### src/rtl/pipeline_hazard_controller.sv
// Pipeline hazard controller for a classic 5-stage in-order pipeline.
//
// The controller chooses the pipeline control action for the current cycle
// using a fixed priority:
//   1. FREEZE - data memory is busy
//   2. FLUSH  - a taken branch or jump resolved in EX
//   3. STALL  - load-use hazard
//   4. NORMAL
// It also tracks the last action as a registered state, keeps saturating
// performance counters, and raises a sticky flag when the memory stays
// busy for too long.
//
// Ports
//   clk_I              : clock; all state updates on its rising edge
//   reset_I            : asynchronous reset, active low
//   ID_rs1Addr_I       : rs1 address of the instruction in ID
//   ID_rs2Addr_I       : rs2 address of the instruction in ID
//   ID_usesRs1_I       : the ID instruction reads rs1
//   ID_usesRs2_I       : the ID instruction reads rs2
//   EX_rdAddr_I        : destination register held in ID/EX
//   EX_memReadEnable_I : the instruction in EX is a load
//   EX_branchTaken_I   : a branch or jump resolved taken in EX
//   memBusy_I          : data memory not ready; freeze the pipeline
//   counterClear_I     : synchronous clear of both performance counters
//   pcWriteEn_O        : PC update enable
//   IF_ID_enable_O     : IF/ID register enable
//   IF_ID_flush_O      : load a NOP into IF/ID
//   ID_EX_enable_O     : ID/EX register enable
//   ID_EX_bubble_O     : zero the ID/EX control inputs
//   state_O            : registered controller state
//   stallCount_O       : stall + freeze cycle count, saturating
//   flushCount_O       : flush cycle count, saturating
//   memTimeout_O       : sticky memory-timeout flag
module pipeline_hazard_controller (
  input  logic        clk_I,
  input  logic        reset_I,
  input  logic [4:0]  ID_rs1Addr_I,
  input  logic [4:0]  ID_rs2Addr_I,
  input  logic        ID_usesRs1_I,
  input  logic        ID_usesRs2_I,
  input  logic [4:0]  EX_rdAddr_I,
  input  logic        EX_memReadEnable_I,
  input  logic        EX_branchTaken_I,
  input  logic        memBusy_I,
  input  logic        counterClear_I,
  output logic        pcWriteEn_O,
  output logic        IF_ID_enable_O,
  output logic        IF_ID_flush_O,
  output logic        ID_EX_enable_O,
  output logic        ID_EX_bubble_O,
  output logic [1:0]  state_O,
  output logic [15:0] stallCount_O,
  output logic [15:0] flushCount_O,
  output logic        memTimeout_O
);

  typedef enum logic [1:0] {
    RUN        = 2'd0,
    LOAD_STALL = 2'd1,
    FLUSH      = 2'd2,
    MEM_WAIT   = 2'd3
  } state_t;

  state_t      state_q;
  state_t      state_d;
  logic        load_use;
  logic        stall_cycle;
  logic        flush_cycle;
  logic [7:0]  busy_run;

  // x0 is hard-wired to zero, so a load targeting it never creates a hazard.
  assign load_use = EX_memReadEnable_I && (EX_rdAddr_I != 5'd0) &&
                    ((ID_usesRs1_I && (ID_rs1Addr_I == EX_rdAddr_I)) ||
                     (ID_usesRs2_I && (ID_rs2Addr_I == EX_rdAddr_I)));

  always_comb begin
    state_d        = RUN;
    pcWriteEn_O    = 1'b1;
    IF_ID_enable_O = 1'b1;
    IF_ID_flush_O  = 1'b0;
    ID_EX_enable_O = 1'b1;
    ID_EX_bubble_O = 1'b0;

    if (memBusy_I) begin
      state_d        = MEM_WAIT;
      pcWriteEn_O    = 1'b0;
      IF_ID_enable_O = 1'b0;
      ID_EX_enable_O = 1'b0;
    end else if (EX_branchTaken_I) begin
      // A pending load-use stall is dropped: the ID instruction is squashed.
      state_d        = FLUSH;
      IF_ID_flush_O  = 1'b1;
      ID_EX_bubble_O = 1'b1;
    end else if (load_use) begin
      state_d        = LOAD_STALL;
      pcWriteEn_O    = 1'b0;
      IF_ID_enable_O = 1'b0;
      ID_EX_bubble_O = 1'b1;
    end

    // Hold the pipeline completely idle while in reset.
    if (!reset_I) begin
      pcWriteEn_O    = 1'b0;
      IF_ID_enable_O = 1'b0;
      IF_ID_flush_O  = 1'b0;
      ID_EX_enable_O = 1'b0;
      ID_EX_bubble_O = 1'b0;
    end
  end

  assign stall_cycle = (state_d == MEM_WAIT) || (state_d == LOAD_STALL);
  assign flush_cycle = (state_d == FLUSH);
  assign state_O     = state_q;

  always_ff @(posedge clk_I or negedge reset_I) begin
    if (!reset_I) begin
      state_q <= RUN;
    end else begin
      state_q <= state_d;
    end
  end

  always_ff @(posedge clk_I or negedge reset_I) begin
    if (!reset_I) begin
      stallCount_O <= '0;
      flushCount_O <= '0;
    end else if (counterClear_I) begin
      stallCount_O <= '0;
      flushCount_O <= '0;
    end else begin
      if (stall_cycle && (stallCount_O != '1)) begin
        stallCount_O <= stallCount_O + 16'd1;
      end
      if (flush_cycle && (flushCount_O != '1)) begin
        flushCount_O <= flushCount_O + 16'd1;
      end
    end
  end

  // busy_run counts consecutive busy cycles; the timeout fires on the busy
  // cycle that finds it already saturated, and is only cleared by reset.
  always_ff @(posedge clk_I or negedge reset_I) begin
    if (!reset_I) begin
      busy_run     <= '0;
      memTimeout_O <= 1'b0;
    end else begin
      if (!memBusy_I) begin
        busy_run <= '0;
      end else if (busy_run != '1) begin
        busy_run <= busy_run + 8'd1;
      end
      if (memBusy_I && (busy_run == '1)) begin
        memTimeout_O <= 1'b1;
      end
    end
  end

endmodule

### config.mk
export PLATFORM = sky130hd
export DESIGN_NAME = pipeline_hazard_controller
export DESIGN_NICKNAME = d
export VERILOG_FILES = /design/src/rtl/pipeline_hazard_controller.sv
export SDC_FILE = /design/constraint.sdc
export NUM_CORES = 1
export LEC_CHECK = 0
export ABC_CLOCK_PERIOD_IN_PS = 4600
export CORE_MARGIN = 2
export CORE_UTILIZATION = 30
export CTS_BUF_LIST = sky130_fd_sc_hd__clkbuf_8
export CTS_CLUSTER_SIZE = 25
export DETAILED_ROUTE_END_ITERATION = 10
export MAX_ROUTING_LAYER = met4
export PLACE_DENSITY = 0.61
export SKIP_LAST_GASP = 1
export SYNTH_ARGS = -nofsm -noshare
export SYNTH_HDL_FRONTEND = slang
export SYNTH_SLANG_ARGS = --single-unit
### constraint.sdc
create_clock -name clk_I -period 4.6 [get_ports clk_I]
set_input_delay 0.92 -clock clk_I [delete_from_list [all_inputs] [get_ports clk_I]]
set_output_delay 0.92 -clock clk_I [all_outputs]
set_load 0.005 [all_outputs]
==> flow_summary.yaml, run 1 <==
logic_synthesis:
  ys.warnings.count: 0
  syn_nets: 278
  synthDistinctLibCells: 38
  synthArstFlopShare_pct: 100.0
  postSynthCellCount: 252
  yosysSeqAreaShare_pct: 45.87
  synth-edff-count: 0
  ys.flop_type: "dfrtp_1"
  syn_avg_cell_area_um2: 9.310
  ys_ff_latch: 43
  synth_area_mm2: 0.002346
clock_tree:
  numCtsBuffers: 5
  cts_tree: "yes"
  root_buffer: "clkbuf_8"
  postCtsSetupBuffers: 0
  clk_path_buf_depth: 2
  clkSlewWorstSetupHoldPaths_ps: 70
  ctsResizeCount: 0
  clk_latency_ps: 300
  hold_buffers: 0
  cts_sinks: 43
  cts-htree-levels: 2
timing:
  fin_skew_ps: 7.563
  report.final.slew_viol_count: 0
  worst_pin_slew_ps: 778.9
  finalSetupViolCount: 0
  grt_setup_unrepaired: "no"
  hold_viol_final: 0
  fin_setup_tns_ps: 0
  slew_headroom_pct: 47.91
  period_minus_slack_ps: 3903
  clock.fmax_mhz: 256.2
  min_period_over_period_pct: 84.86
  worst_hold_slack_ps: 476.0
finish:
  seq_area_mm2: 0.001076
  nets: 339
  nFillCells: 746
  drive_gt1_share_pct: 6.369
  multi_input_area_mm2: 0.001171
  area_delta_synth_final_pct: 33.81
  diodes: 0
die:
  die_area_mm2: 0.008543
  rows: 32
  fp.coreArea_mm2: 0.007647
  die_x_um: 92.43
  die_h_um: 92.43
  io_pins: 63
  initial_core_util_pct: 30.68
detailed_routing:
  drtPass1Iterations: 5
  drtIter0Drc: 125
  wl_met2_um: 2464
  vias: 2026
  wirelength_met1_um: 2491
  wl_met3_um: 368
  drc_errors: 0
  wirelength_um: 5375
  maxUsedRoutingLayer: "met4"
  final_antenna_net_count: 0
  via_per_inst: 4.870
  wl_per_cell_um: 12.92
job:
  drv_cap: 0
power:
  cellLeakagePower_nw: 1.227
  intPower_w: 0.0005623
  seqPwrFrac_pct: 53.1
  ir_drop_uv: 92.13
  pwr-share-clk_pct: 35.5
  switching_share_pct: 23.54
  switchingPower_w: 0.0001732
  power.density_mw_per_mm2: 234.3
  comb_power_share_pct: 11.4
global_route:
  overflow: 0
  grt_usage_pct: 13.09
  antenna_found_initial: 0
  grt_start_max_net_pins: 44
  grt_pass1_wl_um: 8700
  grt_pass1_vias: 1871
worst_setup_path:
  end_kind: "output pin"
  worstPathRequired_ps: 3680
  worstSetupPathType: "primary input to output pin"
  crit_fanout: 3
  startpoint_type: "primary input"
  crit_arrival_ps: 2980
hold_path:
  hp-class: "flip-flop to flip-flop"
placed_design:
  port_buffers: 62
  dp_hpwl_um: 3866
  globalplace.congestion: 0.7548
outcome:
  status: "finished clean"
==> layer usage <==
metal / up-vias / GRT usage [%]
met4: 0 / 4.478
li1: 1007 / -
met2: 63 / 20.74
met1: 952 / 16.14
met5: - / -
met3: 4 / 3.662
==> cell usage after synthesis (2+ instances only) <==
library cell,instances,share of area (%)
nand4_1,13,3.5
o31ai_1,2,0.64
and3_1,7,1.9
or4_1,3,0.96
dfrtp_1,43,46
xnor2_1,20,7.5
nor3_2,5,2.1
nand3_1,11,2.3
xor2_1,9,3.4
mux2i_1,4,1.7
nor3_1,3,0.64
clkbuf_1,4,0.64
or3_1,12,3.2
buf_4,3,0.96
inv_1,7,1.1
nor2b_1,2,0.53
and4_1,2,0.75
nor2_1,33,5.3
o21ai_0,7,1.5
a21oi_1,15,3.2
nand2_1,20,3.2
ha_1,3,1.6
o21ai_1,9,1.9
==> layout by cell type (no fill, tap or decap), drive strengths merged, types with 8 or more instances in the layout <==
master         count
nor3               8
clkdlybuf4s50     61
xor2               9
a21oi             16
or3               12
nand2             20
dfrtp             43
inv                8
o21ai             16
nand3             11
nor2              33
nand4             13
xnor2             20
==> power by group through the flow <==
| stage | registers [W] | clock network (W) | logic [W] |
|---|---|---|---|
| 5_1_grt | 0.000392 | 0.000288 | 0.0000928 |
| 6_report | 0.000390 | 0.000261 | 0.0000836 |
| 3_5_place_dp | 0.000398 | 0 | 0.0000853 |
| 2_1_floorplan | 0.000398 | 0 | 0.0000377 |
| 3_3_place_gp | 0.000398 | 0 | 0.0000836 |
| 4_1_cts | 0.000390 | 0.000273 | 0.0000857 |
==> final timing paths <==
kind,from,endpoint,slack [ps],cells past startpoint
min,memTimeout_O,memTimeout_O,480,1
min in group asynchronous,reset_I,stallCount_O[8],730,2
min reg2reg,memTimeout_O,memTimeout_O,480,1
max,EX_rdAddr_I[1],IF_ID_enable_O,700,7
max reg2reg,stallCount_O[0],stallCount_O[0],1980,8
max in group asynchronous,reset_I,flushCount_O[6],3480,2
==> logic make-up (layout without fill, tap and decap cells) <==
logic type / count (synthesis) / count (layout) / synth area share, %
AO/OA/AOI/OAI: 39 / 39 / 9.440
AND/OR/NAND/NOR: 115 / 115 / 25.71
multiplexers: 5 / 5 / 2.347
adder cells (fa/ha/maj): 3 / 3 / 1.600
buffers and inverters: 18 / 80 / 4.213
XOR/XNOR: 29 / 29 / 10.83
flip-flops: 43 / 43 / 45.87
==> through the flow <==
| stage | setup slack [ps] | util (%) | power [W] | std cells | instance area [µm²] |
|---|---|---|---|---|---|
| 2_1_floorplan | 1650 | - | 0.0004353 | 252 | 2346 |
| 3_3_place_gp | 732.7 | 39.74 | 0.0004815 | 408 | 3039 |
| 3_5_place_dp | 688.9 | 39.74 | 0.0004832 | 408 | 3039 |
| 4_1_cts | 681.7 | 41.05 | 0.0007490 | 416 | 3139 |
| 5_1_grt | 531.2 | 41.05 | 0.0007726 | 416 | 3139 |
| 6_report | 696.6 | 41.05 | 0.0007354 | 416 | 3139 |
==> flip-flops by register name, summed over array words and instances, names as in the netlist <==
register / count
memTimeout_O: 1
flushCount_O: 16
stallCount_O: 16
busy_run: 8
state_O: 2
==> area by class of cell <==
class	count	area share, %
flip-flops and latches	43	34.28
well taps	102	4.065
inverters	7	0.8370
clock inverters	1	0.1196
multi-input cells	191	37.31
clock buffers	7	3.069
repair buffers	65	20.33
==> critical path, stage by stage <==
cell and delay [ps]:
clkdlybuf4s50_1 470, or4_1 550, o21ai_1 170, nand2b_1 170
nor2_1 50, nor2_1 130, clkdlybuf4s50_1 510
(Power assumes the default switching activity.)
==> run 2, diff against run 1 <==
--- a/config.mk
+++ b/config.mk
@@ -5,14 +5,14 @@
 export SDC_FILE = /design/constraint.sdc
 export NUM_CORES = 1
 export LEC_CHECK = 0
-export ABC_CLOCK_PERIOD_IN_PS = 4600
+export ABC_CLOCK_PERIOD_IN_PS = 3400
 export CORE_MARGIN = 2
 export CORE_UTILIZATION = 30
 export CTS_BUF_LIST = sky130_fd_sc_hd__clkbuf_8
 export CTS_CLUSTER_SIZE = 25
 export DETAILED_ROUTE_END_ITERATION = 10
 export MAX_ROUTING_LAYER = met4
-export PLACE_DENSITY = 0.61
+export PLACE_DENSITY = 0.63
 export SKIP_LAST_GASP = 1
 export SYNTH_ARGS = -nofsm -noshare
 export SYNTH_HDL_FRONTEND = slang
==> constraint.sdc (replaced) <==
create_clock -name clk_I -period 3.4 [get_ports clk_I]
set_input_delay 0.68 -clock clk_I [delete_from_list [all_inputs] [get_ports clk_I]]
set_output_delay 0.68 -clock clk_I [all_outputs]
set_load 0.005 [all_outputs]
==> run 2 against run 1 <==
Against the previous run:
- clock-buffer cell count down 1
- combinational power increased by 42%
- setup slack got worse by 570 ps
- first-iteration DRC count is 18% lower
- cell count is 0.96% higher
- hold slack better by 10 ps
- register-to-register slack worse by 730 ps
- sequential power is 36% higher
- design area increased by 1.8%
- critical path depth up 1
- non-clock buffer count up 5
- highest routed layer unchanged
==> flow_summary.yaml, run 2 (synthesis gave the netlist of run 1 again) <==
timing:
  period_minus_slack_ps: 3278
  worst_hold_slack_ps: 486.2
  min_period_over_period_pct: 96.41
  fin_setup_tns_ps: 0
  hold_viol_final: 0
  worst_pin_slew_ps: 558.5
  slew_headroom_pct: 62.77
  finalSetupViolCount: 0
  report.final.slew_viol_count: 0
  layout_setup_ws_ps: 122.1
  grt_setup_unrepaired: "no"
  fin_skew_ps: 7.091
  clock.fmax_mhz: 305.1
worst_setup_path:
  end_kind: "output pin"
  slowest_stage: "clkdlybuf4s50_1"
  timing.critical_path.cells: "clkdlybuf4s50_1 > xnor2_1 > nand4_1 > o22ai_1 > nand2b_1 > buf_4 > a21oi_1 > clkdlybuf4s50_1"
  worstSetupPathType: "primary input to output pin"
  crit_arrival_ps: 2600
  crit_fanout: 3
  worstPathRequired_ps: 2720
  crit_top_cell: "clkdlybuf4s50_1"
  startpoint_type: "primary input"
  reg2reg_depth: 8
  critPathMaxStageDelay_ps: 540
die:
  initial_core_util_pct: 30.68
  fp.coreArea_mm2: 0.007647
  io_pins: 63
  die_area_mm2: 0.008543
  die_h_um: 92.43
  rows: 32
  die_x_um: 92.43
global_route:
  grt_start_max_net_pins: 44
  grt_pass1_wl_um: 9114
  grt_pass1_vias: 1964
  overflow: 0
  antenna_found_initial: 0
  grt_usage_pct: 13.52
clock_tree:
  root_buffer: "clkbuf_8"
  cts_tree: "yes"
  cts_sinks: 43
  clk_path_buf_depth: 2
  numCtsBuffers: 5
  clk_latency_ps: 290
  clkSlewWorstSetupHoldPaths_ps: 80
  cts-htree-levels: 2
detailed_routing:
  drc_errors: 0
  via_per_inst: 4.843
  wirelength_um: 5379
  wl_per_cell_um: 12.81
  final_antenna_net_count: 0
  drtIter0Drc: 102
  drtPass1Iterations: 4
  vias: 2034
finish:
  layout_commonest_cell: "clkdlybuf4s50_1"
  drive_gt1_share_pct: 8.491
  most-common-layout-cells: "57 x clkdlybuf4s50_1, 43 x dfrtp_1, 33 x nor2_1"
  nets: 344
  design_area_mm2: 0.003194
  diodes: 0
  area_delta_synth_final_pct: 36.16
  reg.largest.list: "flushCount_O x16, stallCount_O x16, busy_run x8"
power:
  cellLeakagePower_nw: 1.290
  power_w: 0.0009783
  ir_drop_uv: 140.2
  power.density_mw_per_mm2: 306.3
hold_path:
  whs_path_depth: 1
  hp-class: "flip-flop to flip-flop"
outcome:
  status: "finished clean"
placed_design:
  globalplace.congestion: 0.7725
  port_buffers: 62
  dpl_cell_area_mm2: 0.003089
  dpl_worst_slack_ps: 14.89
  dp_hpwl_um: 3839
job:
  drv_cap: 0
## run 2: changes by cell type in the layout (fill, tap and decap cells not counted), sizes merged
cell | before | now
clkdlybuf4s50 | 61 | 57
buf | 4 | 9
clkbuf | 7 | 6
clkinv | 0 | 1
dlymetal6s2s | 0 | 4
inv | 8 | 7
## run 2: metal layers
metal | vias to the layer above | share of wire [%] | track usage, %
met3 | 7 | 6.2 | 2.685
met5 | - | 0 | -
met1 | 958 | 48 | 18.48
met4 | 0 | 1.2 | 4.104
met2 | 54 | 45 | 20.38
li1 | 1015 | - | -
## run 2: area by class of cell
| cell class | instances | area (µm²) |
|---|---|---|
| tap | 102 | 127.6 |
| fill | 752 | 4453 |
| clock inverter | 1 | 5.005 |
| multi-input combinational | 191 | 1179 |
| clock buffer | 6 | 82.58 |
| timing repair buffer | 70 | 698.2 |
| inverter | 7 | 26.28 |
| sequential | 43 | 1076 |
## run 2: final timing paths
path                                  from               end  slack [ps]
setup / recovery            EX_rdAddr_I[4]    ID_EX_bubble_O         120
hold / removal                memTimeout_O      memTimeout_O         490
setup reg to reg           stallCount_O[0]  stallCount_O[14]        1250
hold reg to reg               memTimeout_O      memTimeout_O         490
max in group asynchronous          reset_I       busy_run[3]        2530
min in group asynchronous          reset_I   stallCount_O[7]         500
## run 2: worst max-delay path: cells and delay by family
kind,cells,cell delay [ps]
buffers and inverters,3,1190
AO/OA/AOI/OAI,2,370
AND/OR/NAND/NOR,2,210
XOR/XNOR,1,140
## run 2: timing repair
item / CTS / global route
setup buffers: 0 / 0
resized for setup: 1 / 5
hold buffers: 0 / 0
pin swaps: 0 / 1
endpoints found under the setup margin: 2 / 3
## run 2: report_power, final
| part | switching, W | internal, W |
|---|---|---|
| clock network | 0.000171 | 0.000160 |
| logic | 0.0000558 | 0.0000629 |
| registers | 0.00000889 | 0.000520 |
| total | 0.000236 | 0.000742 |
## run 2: per-stage QoR
stage | util (%) | std cells
after floorplan | - | 252
after global placement | 40.40 | 413
after detailed placement | 40.40 | 413
final | 41.77 | 420
after global routing | 41.77 | 420
after CTS | 41.59 | 420
